--- src/rtl/ser_frame_arbiter_if.sv ---
// Bundles the two requester handshakes and the serializer-side outputs of ser_frame_arbiter.
// master = requester/serializer side, slave = the arbiter itself.
interface ser_frame_arbiter_if;
  logic        req0_valid;
  logic [49:0] req0_data;
  logic        req0_ready;
  logic        req1_valid;
  logic [49:0] req1_data;
  logic        req1_ready;
  logic [49:0] word_out;
  logic        frame_start;
  logic [1:0]  grant;

  modport master (
    output req0_valid, req0_data, req1_valid, req1_data,
    input  req0_ready, req1_ready, word_out, frame_start, grant
  );

  modport slave (
    input  req0_valid, req0_data, req1_valid, req1_data,
    output req0_ready, req1_ready, word_out, frame_start, grant
  );
endinterface

--- src/rtl/ser_frame_arbiter.sv ---
// Two-requester arbiter feeding a 50-to-10 serializer: one word per 5-cycle frame, arbitration in phase 4.
// Define SER_FRAME_ARB_FIXED_PRIO_EN for fixed priority (requester 0 wins); default is round-robin.
module ser_frame_arbiter #(
  parameter logic [49:0] IDLE_WORD = 50'h0
) (
  input  logic                 clk,
  input  logic                 rst_n,
  ser_frame_arbiter_if.slave   bus
);

  typedef enum logic [2:0] {
    PH0 = 3'd0,
    PH1 = 3'd1,
    PH2 = 3'd2,
    PH3 = 3'd3,
    PH4 = 3'd4
  } phase_t;

  phase_t      phase_reg, phase_next;
  logic [49:0] word_reg;
  logic [1:0]  grant_reg;
  logic        frame_start_reg;
  logic        sel0, sel1;

`ifndef SER_FRAME_ARB_FIXED_PRIO_EN
  // 0 = requester 0 granted last, 1 = requester 1 granted last
  logic        last_reg;
`endif

  always_comb begin
    phase_next = PH0;
    sel0       = 1'b0;
    sel1       = 1'b0;
    case (phase_reg)
      PH0:     phase_next = PH1;
      PH1:     phase_next = PH2;
      PH2:     phase_next = PH3;
      PH3:     phase_next = PH4;
      PH4:     phase_next = PH0;
      default: phase_next = PH0;
    endcase
    if (phase_reg == PH4) begin
`ifdef SER_FRAME_ARB_FIXED_PRIO_EN
      sel0 = bus.req0_valid;
      sel1 = bus.req1_valid & ~bus.req0_valid;
`else
      if (bus.req0_valid && bus.req1_valid) begin
        sel0 = last_reg;
        sel1 = ~last_reg;
      end else begin
        sel0 = bus.req0_valid;
        sel1 = bus.req1_valid;
      end
`endif
    end
  end

  always_ff @(posedge clk or negedge rst_n) begin
    if (!rst_n) begin
      phase_reg       <= PH0;
      word_reg        <= IDLE_WORD;
      grant_reg       <= 2'b00;
      frame_start_reg <= 1'b0;
    end else begin
      phase_reg       <= phase_next;
      frame_start_reg <= (phase_reg == PH4);
      if (phase_reg == PH4) begin
        if (sel0) begin
          word_reg  <= bus.req0_data;
          grant_reg <= 2'b01;
        end else if (sel1) begin
          word_reg  <= bus.req1_data;
          grant_reg <= 2'b10;
        end else begin
          word_reg  <= IDLE_WORD;
          grant_reg <= 2'b00;
        end
      end
    end
  end

`ifndef SER_FRAME_ARB_FIXED_PRIO_EN
  // Pointer moves only on an actual transfer; idle frames keep it.
  always_ff @(posedge clk or negedge rst_n) begin
    if (!rst_n) begin
      last_reg <= 1'b1;
    end else if (sel0) begin
      last_reg <= 1'b0;
    end else if (sel1) begin
      last_reg <= 1'b1;
    end
  end
`endif

  assign bus.req0_ready  = sel0;
  assign bus.req1_ready  = sel1;
  assign bus.word_out    = word_reg;
  assign bus.grant       = grant_reg;
  assign bus.frame_start = frame_start_reg;

endmodule

--- src/flat_wrapper.sv ---
// flat-port wrapper written by rule: the top's interface ports become plain ports
module ser_frame_arbiter_flat 
#(
  parameter logic [49:0] IDLE_WORD = 50'h0
)
  (clk, rst_n, bus_req0_valid, bus_req0_data, bus_req1_valid, bus_req1_data, bus_req0_ready, bus_req1_ready, bus_word_out, bus_frame_start, bus_grant);
  ser_frame_arbiter_if bus_i ();
  input  logic clk;
  input  logic rst_n;
  input wire logic [$bits(bus_i.req0_valid)-1:0] bus_req0_valid;
  input wire logic [$bits(bus_i.req0_data)-1:0] bus_req0_data;
  input wire logic [$bits(bus_i.req1_valid)-1:0] bus_req1_valid;
  input wire logic [$bits(bus_i.req1_data)-1:0] bus_req1_data;
  output wire logic [$bits(bus_i.req0_ready)-1:0] bus_req0_ready;
  output wire logic [$bits(bus_i.req1_ready)-1:0] bus_req1_ready;
  output wire logic [$bits(bus_i.word_out)-1:0] bus_word_out;
  output wire logic [$bits(bus_i.frame_start)-1:0] bus_frame_start;
  output wire logic [$bits(bus_i.grant)-1:0] bus_grant;
  assign bus_i.req0_valid = bus_req0_valid;
  assign bus_i.req0_data = bus_req0_data;
  assign bus_i.req1_valid = bus_req1_valid;
  assign bus_i.req1_data = bus_req1_data;
  assign bus_req0_ready = bus_i.req0_ready;
  assign bus_req1_ready = bus_i.req1_ready;
  assign bus_word_out = bus_i.word_out;
  assign bus_frame_start = bus_i.frame_start;
  assign bus_grant = bus_i.grant;
  ser_frame_arbiter #(.IDLE_WORD(IDLE_WORD)) u_core (.clk(clk), .rst_n(rst_n), .bus(bus_i));
endmodule
--- config.mk ---
export PLATFORM = sky130hd
export DESIGN_NAME = ser_frame_arbiter_flat
export DESIGN_NICKNAME = d
export VERILOG_FILES = /design/src/rtl/ser_frame_arbiter_if.sv /design/src/rtl/ser_frame_arbiter.sv /design/src/flat_wrapper.sv
export SDC_FILE = /design/constraint.sdc
export NUM_CORES = 1
export LEC_CHECK = 0
export BUFFER_PORTS_ARGS = -buffer_cell sky130_fd_sc_hd__buf_2
export CAP_MARGIN = 20
export CORE_MARGIN = 1.5
export CORE_UTILIZATION = 45
export CTS_BUF_LIST = sky130_fd_sc_hd__clkbuf_8
export CTS_CLUSTER_SIZE = 25
export DETAILED_ROUTE_END_ITERATION = 8
export GPL_TIMING_DRIVEN = 1
export PLACE_DENSITY_LB_ADDON = 0.25
export RECOVER_POWER = 25
export REMOVE_ABC_BUFFERS = 1
export SYNTH_ARGS = -nofsm -noshare
export SYNTH_HDL_FRONTEND = slang
export SYNTH_SLANG_ARGS = --single-unit
--- constraint.sdc ---
create_clock -name clk -period 4.7 [get_ports clk]
set_clock_uncertainty 0.15 [all_clocks]
set_input_delay 0.47 -clock clk [delete_from_list [all_inputs] [get_ports clk]]
set_output_delay 0.47 -clock clk [all_outputs]
set_load 0.05 [all_outputs]
==> results_tabular.tex <==
\begin{tabular}{lr}
\hline
Metric & Value \\
\hline
\multicolumn{2}{l}{\textbf{Min path}} \\
\quad Path category of the worst min-delay check & input pin to register \\
\quad Number of cells on the worst hold path & 3 \\
\multicolumn{2}{l}{\textbf{Floorplan}} \\
\quad Y dimension of the die & 79.65 um \\
\quad Standard cell core area & about 5600 um\^{}2 \\
\quad Starting density of the core & 0.4743 \\
\quad Num rows & 27 \\
\quad Area enclosed by the die boundary & between 6000 and 7000 um\^{}2 \\
\quad Die width & 79.65 um \\
\quad Io pins & about 160 \\
\multicolumn{2}{l}{\textbf{Layout}} \\
\quad Multi-input gate area & around 1100 um\^{}2 \\
\quad Area of all sequential standard cells & 1428 um\^{}2 \\
\quad Synthesis-to-finish area growth & 34.26\% \\
\quad Commonest cells after routing, fill and taps aside & sky130\_fd\_sc\_hd\_\_buf\_2, sky130\_fd\_sc\_hd\_\_dfrtp\_1, sky130\_fd\_sc\_hd\_\_nor2\_1 \\
\quad Final instance count without filler cells & 471 \\
\quad Total of fill cells in the finished design & 501 \\
\quad Final core occ & 0.6368 \\
\quad Leading cell type in the layout, fill and taps excluded & sky130\_fd\_sc\_hd\_\_buf\_2 \\
\quad Share of layout cells above drive strength 1 & 0.4912 \\
\quad Final net count & 500 \\
\quad Final design instance area without fill & 3550 um\^{}2 \\
\quad Diodes inserted & 0 \\
\quad Flip-flop count of the largest register, all copies and words added & 50 \\
\multicolumn{2}{l}{\textbf{Worst setup path}} \\
\quad Max FO, Critical Path & 57 \\
\quad Ordered cell list for the critical path & buf\_2, clkbuf\_1 \\
\quad Slowest Stage Delay on Critical Path & $\sim$2.1 ns \\
\quad Top Family by Delay on Critical Path & buffers and inverters \\
\quad Master of the slowest instance on the critical path & sky130\_fd\_sc\_hd\_\_clkbuf\_1 \\
\quad Cell count of the worst reg-to-reg path & 5 \\
\quad Signal arrival time at the worst endpoint & between 2 and 3 ns \\
\quad Worst path depth & 2 \\
\quad Worst Path Buf+Inv & 2 \\
\quad Crit path capture type & async pin \\
\quad Start-to-end type of the worst setup path & input pin to async pin \\
\quad Critical Path Start Type & input pin \\
\quad Required time of the critical path & between 4 and 5 ns \\
\multicolumn{2}{l}{\textbf{STA}} \\
\quad Setup repair after global routing missed its margin & no \\
\quad Final worst path period share & 0.6412 \\
\quad Max Fclk & 0.3318 GHz \\
\quad Time the worst path needs with I/O delays and setup & 3.014 ns \\
\quad Max-slew headroom & -0.9612 \\
\quad Transition time at the pin with the least slew margin & 2.942 ns \\
\quad Number of max-slew violations in the final report & 58 \\
\quad Count of final setup violators & 0 \\
\quad Final hold slack & 0.2873 ns \\
\quad Final setup TNS & 0 ns \\
\quad Endpoints failing hold & 0 \\
\multicolumn{2}{l}{\textbf{GRT}} \\
\quad First-pass GRT wire length & 10280 um \\
\quad Number of antenna violations at the first check in global routing & 0 \\
\quad Vias in the first global route & 2194 \\
\quad Largest net degree at the start of global routing & 62 \\
\quad Sum of overflow across all layers after global routing & 0 \\
\quad Global-route total usage across every layer & 0.2129 \\
\multicolumn{2}{l}{\textbf{Yosys}} \\
\quad Unique cell type count in the Yosys netlist & 21 \\
\quad Total number of yosys warnings & 0 \\
\quad Mean instance size in the synthesized netlist & 10.49 um\^{}2 \\
\quad Post-synthesis instance area & 2644 um\^{}2 \\
\quad Fraction of synthesized cell area taken by the top area cell type & 0.5301 \\
\quad Fraction of the yosys area taken by sequential cells & 0.5400 \\
\quad Post-synthesis instance total & 252 \\
\quad Library cell occupying the most area in the post-synthesis netlist & sky130\_fd\_sc\_hd\_\_dfrtp\_1 \\
\quad Biggest area contributors in the synthesized netlist & sky130\_fd\_sc\_hd\_\_dfrtp\_1, sky130\_fd\_sc\_hd\_\_a32oi\_1, sky130\_fd\_sc\_hd\_\_nor2\_1 \\
\quad Post-synthesis sequential element count & 57 \\
\multicolumn{2}{l}{\textbf{Routing}} \\
\quad Total met3 wirelength after detailed routing & 608 um \\
\quad Remaining DRCs & 0 \\
\quad Total routed wirelength & $\sim$6600 um \\
\quad Avg WL per Cell & $\sim$14 um \\
\quad Number of iterations in the first detailed-routing pass & 4 \\
\quad Top sig layer & met4 \\
\quad WL met2 & 3000 um \\
\quad Length of routed wiring on met1 & between 2000 and 3000 um \\
\quad Number of DRC markers in iteration 0 & 104 \\
\quad ANT nets after route & 0 \\
\quad Post-DR vias/cell & 5.270 \\
\quad Vias & 2482 \\
\multicolumn{2}{l}{\textbf{Power and ir drop}} \\
\quad Clk network pwr share & 0.295 \\
\quad Pint & roughly 0.00084 W \\
\quad Switching Fraction & 0.3452 \\
\quad Leak pwr & 1.823 nW \\
\quad Share of power burned in combinational logic & 0.272 \\
\quad Sw Pwr & approximately 0.00044 W \\
\quad Flop pwr share & 0.433 \\
\quad Worst ir drop on vdd & between 0.15 and 0.2 mV \\
\quad Power per unit of standard cell area & 362.9 nW/um\^{}2 \\
\multicolumn{2}{l}{\textbf{Clock tree}} \\
\quad Clock-pin slew on the worst setup and hold paths & 0.06 ns \\
\quad CTS max path bufs & 2 \\
\quad Post CTS Setup Buffer Count & 0 \\
\quad TritonCTS clock tree & built \\
\quad Clock Sink Count & 57 \\
\quad CTS Buf Count & 9 \\
\quad Clk root buf & sky130\_fd\_sc\_hd\_\_clkbuf\_8 \\
\quad H-tree depth & 3 \\
\quad Cts hold-fix bufs & 0 \\
\quad Count of cells resized by post-cts repair & 0 \\
\quad Source-to-sink clock delay at the later pin of the worst-skew pair & roughly 0.32 ns \\
\multicolumn{2}{l}{\textbf{Placement}} \\
\quad Cell total after placement & 457 \\
\quad IO buf count & between 150 and 200 \\
\quad Sum of net half-perimeters after detailed placement & 4494 um \\
\quad Routability-driven placement congestion ratio & roughly 0.69 \\
\quad Placed Area & 3391 um\^{}2 \\
\multicolumn{2}{l}{\textbf{Status}} \\
\quad Violations in the final reports & max-capacitance violations, max-slew violations \\
\quad Status & finished, violations left \\
\multicolumn{2}{l}{\textbf{Job}} \\
\quad Max Cap Viol & 1 \\
\hline
\end{tabular}
==> synthesized netlist by cell type <==
cell and n:
sky130_fd_sc_hd__buf_2 4, sky130_fd_sc_hd__nand2_1 3, sky130_fd_sc_hd__dfstp_2 1, sky130_fd_sc_hd__a21oi_2 20, sky130_fd_sc_hd__dfrtp_1 56, sky130_fd_sc_hd__a21o_1 1, sky130_fd_sc_hd__buf_8 2, sky130_fd_sc_hd__a32oi_1 50
sky130_fd_sc_hd__a21boi_2 1, sky130_fd_sc_hd__or3b_4 1, sky130_fd_sc_hd__o21ai_0 1, sky130_fd_sc_hd__a21oi_1 31, sky130_fd_sc_hd__xnor2_1 1, sky130_fd_sc_hd__a31oi_1 1, sky130_fd_sc_hd__nor2_1 54, sky130_fd_sc_hd__buf_4 3
sky130_fd_sc_hd__and2_1 1, sky130_fd_sc_hd__nand2b_1 1, sky130_fd_sc_hd__clkbuf_1 16, sky130_fd_sc_hd__buf_6 3, sky130_fd_sc_hd__clkinv_2 1
==> logic make-up (layout without fill, tap and decap cells) <==
family          after synthesis  count (layout)  share of synthesized area
compound gates              105             105                     0.3019
xor+xnor                      1               1                   0.003313
buf+inv                      29             176                    0.06484
flops                        57              57                     0.5400
simple gates                 60              60                    0.08992
==> per-layer routing <==
layer	up-vias	track usage
li1	1228	-
met1	1119	0.2860
met2	124	0.3271
met3	11	0.04686
met4	0	0.1000
met5	-	0
==> stage by stage <==
stage                     total power [W]  setup WS (ns)
after floorplan                 0.0007913          1.762
after global placement          0.0009126          2.242
after detailed placement        0.0009184          2.205
after CTS                        0.001300          1.848
after global routing             0.001345          1.009
final                            0.001288          1.686
==> final cells by class <==
| class | instances | area share |
|---|---|---|
| Multi-Input combinational cell | 166 | 0.2971 |
| Sequential cell | 57 | 0.4022 |
| Inverter | 1 | 0.001410 |
| Tap cell | 72 | 0.02538 |
| Clock inverter | 3 | 0.003172 |
| Timing Repair Buffer | 161 | 0.2281 |
| Clock buffer | 11 | 0.04265 |
==> power groups by stage <==
| stage | Clock [W] | Combinational, W | Sequential [W] |
|---|---|---|---|
| 6_report | 0.000380 | 0.000350 | 0.000558 |
| 5_1_grt | 0.000410 | 0.000372 | 0.000563 |
| 4_1_cts | 0.000389 | 0.000352 | 0.000558 |
| 3_5_place_dp | 0 | 0.000353 | 0.000565 |
| 3_3_place_gp | 0 | 0.000348 | 0.000565 |
| 2_1_floorplan | 0 | 0.0000778 | 0.000714 |
==> final timing paths <==
check / endpoint / startpoint / slack, ns
max: u_core.bus.word_out[25] / rst_n / 1.69
min: u_core.last_reg / bus_req1_valid / 0.29
max reg2reg: u_core.last_reg / u_core.phase_reg[1] / 2.29
min reg2reg: u_core.phase_reg[0] / u_core.phase_reg[2] / 0.32
max in group clk: bus_req0_ready / u_core.last_reg / 1.83
min in group asynchronous: u_core.bus.word_out[21] / rst_n / 1.06
(Power assumes the default switching activity.)
